`config.mk`:
```
export PLATFORM = sky130hd
export DESIGN_NAME = if_id_queue
export DESIGN_NICKNAME = d
export VERILOG_FILES = /design/src/rtl/if_id_queue_pkg.sv /design/src/rtl/if_id_queue_opclass_dec.sv /design/src/rtl/if_id_queue.sv
export SDC_FILE = /design/constraint.sdc
export NUM_CORES = 1
export LEC_CHECK = 0
export CORE_ASPECT_RATIO = 0.7
export CORE_MARGIN = 4
export CORE_UTILIZATION = 35
export CTS_CLUSTER_DIAMETER = 50
export DETAILED_ROUTE_END_ITERATION = 10
export GPL_TIMING_DRIVEN = 0
export PLACE_DENSITY = 0.52
export SLEW_MARGIN = 20
export SYNTH_ARGS = -nofsm -noshare
export SYNTH_HDL_FRONTEND = slang
export SYNTH_SLANG_ARGS = --single-unit
export TNS_END_PERCENT = 20
```
`constraint.sdc`:
```
create_clock -name clk -period 4.5 [get_ports clk]
set_input_delay 1.35 -clock clk [delete_from_list [all_inputs] [get_ports clk]]
set_output_delay 1.35 -clock clk [all_outputs]
set_load 0.1 [all_outputs]
```
`src/rtl/if_id_queue_pkg.sv`:
```
// rtl/if_id_queue_pkg.sv - shared bus widths, reset level and opcode class encodings
package if_id_queue_pkg;

  localparam int INST_ADDR_BUS = 32;
  localparam int INST_BUS      = 32;
  localparam logic RST_ENABLE  = 1'b1;

  typedef enum logic [3:0] {
    CLS_NONE    = 4'd0,
    CLS_LUI     = 4'd1,
    CLS_AUIPC   = 4'd2,
    CLS_JAL     = 4'd3,
    CLS_JALR    = 4'd4,
    CLS_BRANCH  = 4'd5,
    CLS_LOAD    = 4'd6,
    CLS_STORE   = 4'd7,
    CLS_OP_IMM  = 4'd8,
    CLS_OP      = 4'd9,
    CLS_ILLEGAL = 4'd15
  } op_class_e;

  localparam logic [6:0] OPC_LUI    = 7'b0110111;
  localparam logic [6:0] OPC_AUIPC  = 7'b0010111;
  localparam logic [6:0] OPC_JAL    = 7'b1101111;
  localparam logic [6:0] OPC_JALR   = 7'b1100111;
  localparam logic [6:0] OPC_BRANCH = 7'b1100011;
  localparam logic [6:0] OPC_LOAD   = 7'b0000011;
  localparam logic [6:0] OPC_STORE  = 7'b0100011;
  localparam logic [6:0] OPC_OP_IMM = 7'b0010011;
  localparam logic [6:0] OPC_OP     = 7'b0110011;

endpackage

```
`src/rtl/if_id_queue_opclass_dec.sv`:
```
// rtl/if_id_queue_opclass_dec.sv - combinational major-opcode to 4-bit class predecoder
module opclass_dec
  import if_id_queue_pkg::*;
(
  input  logic [6:0] opcode_i,
  output op_class_e  class_o
);

  always_comb begin
    class_o = CLS_ILLEGAL;
    case (opcode_i)
      OPC_LUI:    class_o = CLS_LUI;
      OPC_AUIPC:  class_o = CLS_AUIPC;
      OPC_JAL:    class_o = CLS_JAL;
      OPC_JALR:   class_o = CLS_JALR;
      OPC_BRANCH: class_o = CLS_BRANCH;
      OPC_LOAD:   class_o = CLS_LOAD;
      OPC_STORE:  class_o = CLS_STORE;
      OPC_OP_IMM: class_o = CLS_OP_IMM;
      OPC_OP:     class_o = CLS_OP;
      default:    class_o = CLS_ILLEGAL;
    endcase
  end

endmodule

```
`src/rtl/if_id_queue.sv`:
```
// rtl/if_id_queue.sv - fetch-to-decode instruction queue with push-time opcode predecode
module if_id_queue
  import if_id_queue_pkg::*;
#(
  parameter int DEPTH  = 4,
  parameter int ADDR_W = INST_ADDR_BUS,
  parameter int INST_W = INST_BUS
) (
  input  logic                   clk,
  input  logic                   rst,
  input  logic                   flush,
  input  logic                   if_valid,
  input  logic [ADDR_W-1:0]      if_pc,
  input  logic [INST_W-1:0]      if_inst,
  output logic                   if_ready,
  input  logic                   id_ready,
  output logic                   id_valid,
  output logic [ADDR_W-1:0]      id_pc,
  output logic [INST_W-1:0]      id_inst,
  output logic [3:0]             id_class,
  output logic [$clog2(DEPTH):0] count
);

  localparam int PTR_W = $clog2(DEPTH);
  localparam int CNT_W = PTR_W + 1;

  // Storage is deliberately not reset; outputs are masked while the queue is empty.
  logic [ADDR_W-1:0] pc_mem   [DEPTH];
  logic [INST_W-1:0] inst_mem [DEPTH];
  op_class_e         cls_mem  [DEPTH];

  logic [PTR_W-1:0] rd_q, rd_d, wr_q, wr_d;
  logic [CNT_W-1:0] count_q, count_d;
  logic             in_rst, push, pop;
  op_class_e        push_class;

  opclass_dec u_opclass_dec (
    .opcode_i (if_inst[6:0]),
    .class_o  (push_class)
  );

  assign in_rst   = (rst == RST_ENABLE);
  assign if_ready = !in_rst && !flush && ((count_q < CNT_W'(DEPTH)) || id_ready);
  assign id_valid = !in_rst && (count_q != '0);
  assign count    = in_rst ? '0 : count_q;

  assign push = if_valid && if_ready;
  assign pop  = id_valid && id_ready;

  assign id_pc    = id_valid ? pc_mem[rd_q]   : '0;
  assign id_inst  = id_valid ? inst_mem[rd_q] : '0;
  assign id_class = id_valid ? cls_mem[rd_q]  : CLS_NONE;

  // Pointers are PTR_W bits wide, so DEPTH being a power of two gives modulo wrap for free.
  always_comb begin
    rd_d    = rd_q;
    wr_d    = wr_q;
    count_d = count_q;
    if (flush) begin
      rd_d    = '0;
      wr_d    = '0;
      count_d = '0;
    end else begin
      if (push) wr_d = wr_q + PTR_W'(1);
      if (pop)  rd_d = rd_q + PTR_W'(1);
      case ({push, pop})
        2'b10:   count_d = count_q + CNT_W'(1);
        2'b01:   count_d = count_q - CNT_W'(1);
        default: count_d = count_q;
      endcase
    end
  end

  always_ff @(posedge clk) begin
    if (in_rst) begin
      rd_q    <= '0;
      wr_q    <= '0;
      count_q <= '0;
    end else begin
      rd_q    <= rd_d;
      wr_q    <= wr_d;
      count_q <= count_d;
    end
  end

  // A push at full with a pop overwrites the head slot only after it has been read out.
  always_ff @(posedge clk) begin
    if (push) begin
      pc_mem[wr_q]   <= if_pc;
      inst_mem[wr_q] <= if_inst;
      cls_mem[wr_q]  <= push_class;
    end
  end

endmodule

```
Word level (Yosys, flattened, before mapping):

Memories as Yosys holds them, arrays and structs flattened. A register that Yosys moved wholly into a read port is not among the register bits.
Cells that the tools add are included.

* bits in latches: 0
* bits of input ports: 69
* word-level logic and storage cells: 47
* RAM bits: 272
* memory bits (read-only): 0
* output and inout port bits: 73
* register bits: 7
* memories kept: 3

* mux-type cells: 14
* equal/unequal tests: 11
* $lt $le $gt $ge: 1
* $add $sub $neg: 4
* bitwise logic cells: 0
* div/mod/pow operators: 0
* reductions and logical operators: 11
* shift-type cells: 0
* multiply operators: 0

Memory list
* inst_mem: words 4, width 32, read ports 1, clocked after memory_dff 1, wr ports 1, line if_id_queue.sv:29 `logic [INST_W-1:0] inst_mem [DEPTH];`
* pc_mem: words 4, width 32, read ports 1, clocked after memory_dff 1, wr ports 1, line if_id_queue.sv:28 `logic [ADDR_W-1:0] pc_mem [DEPTH];`
* cls_mem: words 4, width 4, read ports 1, clocked after memory_dff 1, wr ports 1, line if_id_queue.sv:30 `op_class_e cls_mem [DEPTH];`

Operator list (number)
* $mux W32: 2
* $pmux W4 S9: 1
* $eq A7 B6 Y1 const B: 3
* $eq A7 B7 Y1 const B: 3
* $eq A7 B5 Y1 const B: 2
* $mux W2: 6
* $eq A7 B2 Y1 const B: 1
* $pmux W3 S2: 1
* $logic_and A1 B1 Y1: 5
* $add A2 B1 Y2 const B: 2
* $mux W4: 1
* $add A3 B1 Y3 const B: 1
* $lt A3 B3 Y1 const B: 1
* $mux W3: 1
* $reduce_bool A3 Y1: 1
* $sub A3 B1 Y3 const B: 1
* $eq A2 B1 Y1 const B: 1
* $eq A2 B2 Y1 const B: 1
* $logic_not A1 Y1: 2
* $mux W1: 2
* $reduce_bool A2 Y1: 1
* $reduce_or A2 Y1: 1
* $logic_or A1 B1 Y1: 1

Logic depth before layout (Yosys ltp):

* word-level depth: 6
* gate-level depth with buffers: 9
* depth with buffers taken out: 8

Hierarchy:

A second synthesis with hierarchy kept.

* cell total of the unflattened synthesis: 506
* area total of the unflattened synthesis: 10892.9 µm²

By module, submodules not included
* if_id_queue: seq. area each 8348.0 µm², cells an instance 487, times used 1, area an instance 10781.6 µm²
* opclass_dec: seq. area each 0.0 µm², cells an instance 19, times used 1, area an instance 111.4 µm²

Worst setup path before layout:

OpenSTA, ideal clock, no wires.

* path type: input to output
* from: in rst
* to: out id_class[0]
* data arrival time: 3.449 ns
* buffers on the path: 1
* cell stages on the path: 3
* setup slack: -0.299 ns
* required time: 3.150 ns
* path through: nor2_1 -> clkbuf_1 -> and2_1

* cells in the longest elaborated chain, start to end: 3

RTL lines
* start, declared: line if_id_queue.sv:10 `input logic rst,`
* $logic_not A1 Y1: line if_id_queue.sv:44 `assign id_valid = !in_rst && (count_q != '0);`
* $logic_and A1 B1 Y1: line if_id_queue.sv:44
* via id_valid: line if_id_queue.sv:17 `output logic id_valid,`
* $mux W4: line if_id_queue.sv:52 `assign id_class = id_valid ? cls_mem[rd_q] : CLS_NONE;`
* end, declared: line if_id_queue.sv:20 `output logic [3:0] id_class,`

The timed path passes the listed nets, and every way through them passes these cells.

Worst setup path in the final report:

* from: in id_ready
* to: out if_ready

* cells in the longest elaborated chain, start to end: 2

RTL lines
* start, declared: line if_id_queue.sv:16 `input logic id_ready,`
* $logic_or A1 B1 Y1: line if_id_queue.sv:43 `assign if_ready = !in_rst && !flush && ((count_q < CNT_W'(DEPTH)) || id_ready);`
* $logic_and A1 B1 Y1: line if_id_queue.sv:43
* end, declared: line if_id_queue.sv:15 `output logic if_ready,`

Every way passes these cells.

==> flow_summary.ini <==
[floorplan]
core_area_sq_um = 30310
initial_core_util = 0.3589
die_height_um = 155.5
dieWidth_um = 218.7
row_count = 53
num_io_pins = 142
die_area_sq_um = 34010

[cts]
h-tree-depth = 1
insertion_delay_ns = 0.55
tritoncts = built
clock_path_buffers = 3
cts_root_buf = clkbuf_16
holdBufCountCts = 0
numCtsBuffers = 31
path_clk_slew_ns = 0.06
clock_sinks = 281

[layout]
fin_cells = 1119
areaGrowthSynthToFinish_pct = 25.89
multiInputGateArea_sq_um = 2372
nets = 758
regArea_sq_um = 8348
diodes = 0
fillers = 2614
drive_above_1_share = 0.2999

[timing]
rsz0062_at_grt = false
hold_viol = 0
drv_slew = 0
post-route-period-util = 0.9041
finalSetupViolations = 0
slew_headroom = 0.3612
tns_ns = 0
layout_min_cycle_time_ns = 4.068
skew_ns = 0.01798
max_freq_mhz = 245.8
tightest_slew_ns = 0.9620

[setup_path]
endpoint_kind = primary output
required_ns = 3.15
rrSetupSlack_ns = 2.21
setup.worst_path.start_class = input pin
critical_path.startpoint = id_ready
worstSetupPathType = input pin to primary output
crit_fanout = 3
rr_startpoint = count_q[2]
arrival_ns = 2.72

[power]
p_per_area_nw_per_um2 = 401.7
switching_share = 0.2051
combPwrFrac = 0.040
ir_drop_mv = 0.2845
power.switching_mw = 1.128
power_frac_seq = 0.528
leakagePower_nw = 4.582
internal_power_mw = 4.372
clockPowerShare = 0.432

[logic_synthesis]
synthesis.nets = 579
synth_area_per_cell_sq_um = 21.58
synth_top_area_frac = 0.7509
synth_ff_type = edfxtp_1
yosys-top-cells-area = edfxtp_1, mux4_2, and2_1
synth_edf_count = 272
yosysMostFrequentCell = edfxtp_1
synthTopCellsByCount = edfxtp_1, and2_1, mux4_2, clkbuf_1, nor2_1
ys_ff_latch = 281
ys_warn_count = 0
netlist_instances = 504
yosysSeqAreaShare = 0.7675
netlist_area_sq_um = 10880
ys_types = 33
async_flop_share = 0
synth.largest_area_cell = edfxtp_1

[global_routing]
grt.met2_usage = 0.2257
use_met3 = 0.03612
grt_pass1_wl_mm = 34.64
grt_pass1_vias = 5843
use_met1 = 0.1789
grt_max_degree = 40
overflow = 0
top_usage_layer = met2
antenna_found_initial = 0
grt_use_total = 0.1342

[placed_design]
io_buffers = 141
dpl.cell_count = 1061
dpl.hpwl_mm = 14.29
place_congestion = 0.6809

[route]
vias_per_cell = 4.754
wl_per_cell_um = 20.23
dr.pass1.iters = 4
routed_wl_mm = 22.64
drc = 0
vias = 5320
postRouteAntennaNets = 0
drt_iter0_markers = 279

[min_path]
min_from = wr_q[0]
hp-class = register to register

[flow_run]
drv_cap = 0

[run_status]
outcome = complete, no violations
-- cell families after synthesis --
kind of cell    after synthesis  synth area share
flops                       281            0.7675
simple gates                103           0.05614
mux                          70            0.1426
buf+inv                      29           0.01599
compound gates               11          0.006902
fa+ha+maj                     6          0.007592
xor+xnor                      4          0.003222
-- final cells by class --
cell class	instances	area share
Inverter	4	0.001096
Sequential cell	281	0.6097
Buffer	25	0.01261
Clock inverter	22	0.01288
Clock buffer	35	0.05775
Tap cell	412	0.03765
Multi-Input combinational cell	194	0.1732
Timing Repair Buffer	146	0.09512
-- metrics by stage --
stage	hold slack (ns)	power (mW)	utilization	area [sq um]	setup slack, ns
after floorplan	0.4749	3.063	-	10880	0.1778
after global placement	0.4823	3.177	0.4225	12800	-1.718
after detailed placement	0.5116	3.187	0.4265	12920	-1.747
after CTS	0.5196	5.583	0.4508	13660	0.007724
after global routing	0.5445	5.731	0.4518	13690	0.3466
final	0.5196	5.501	0.4518	13690	0.4315
-- routing by layer --
layer	up-vias	wire length, um
met5	-	0
met4	0	327
met3	29	1237
met2	118	11050
met1	2767	10020
li1	2406	-
-- critical path, cell delays in order --
cell             delay (ns)
clkdlybuf4s50_1        0.51
nand2b_1               0.15
and2_1                 0.15
clkdlybuf4s15_2        0.56
-- power by group through the flow --
stage	logic (mW)	registers [mW]	clock network, mW
floorplan	0.103	2.96	0
finish	0.222	2.90	2.37
global placement	0.215	2.96	0
CTS	0.225	2.90	2.45
detailed placement	0.227	2.96	0
global route	0.238	2.90	2.59
-- sequential cells by signal (all words and copies together) (netlist names), named ones only --
register	flops
cls_mem	16
count_q	3
inst_mem	128
pc_mem	128
rd_q	2
wr_q	2
-- repair_timing --
| item | 4_1_cts | 5_1_grt |
|---|---|---|
| pin swaps | 1 | 0 |
| gates resized for setup | 379 | 16 |
| setup endpoints to repair | 73 | 39 |
| endpoints found under the hold margin | 0 | 0 |
| buffers inserted | 1 | 0 |
-- cells in the final DEF, fill, tap and decap left out, types with 9 or more instances in the layout --
| cell type | Yosys | final |
|---|---|---|
| nor2_1 | 10 | 9 |
| clkdlybuf4s50_1 | 0 | 67 |
| edfxtp_1 | 272 | 272 |
| dfxtp_1 | 9 | 9 |
| buf_6 | 1 | 11 |
| clkbuf_1 | 14 | 11 |
| mux4_2 | 68 | 68 |
| clkbuf_4 | 0 | 16 |
| buf_2 | 7 | 50 |
| and2_1 | 73 | 69 |
| clkbuf_16 | 0 | 31 |
-- path summary, 6_finish.rpt --
path	endpoint	cells after the start
setup / recovery	if_ready	4
hold / removal	wr_q[0]	2
setup reg to reg	count_q[2]	9
hold reg to reg	wr_q[0]	2
No activity file was read; power rests on OpenSTA's default activity.
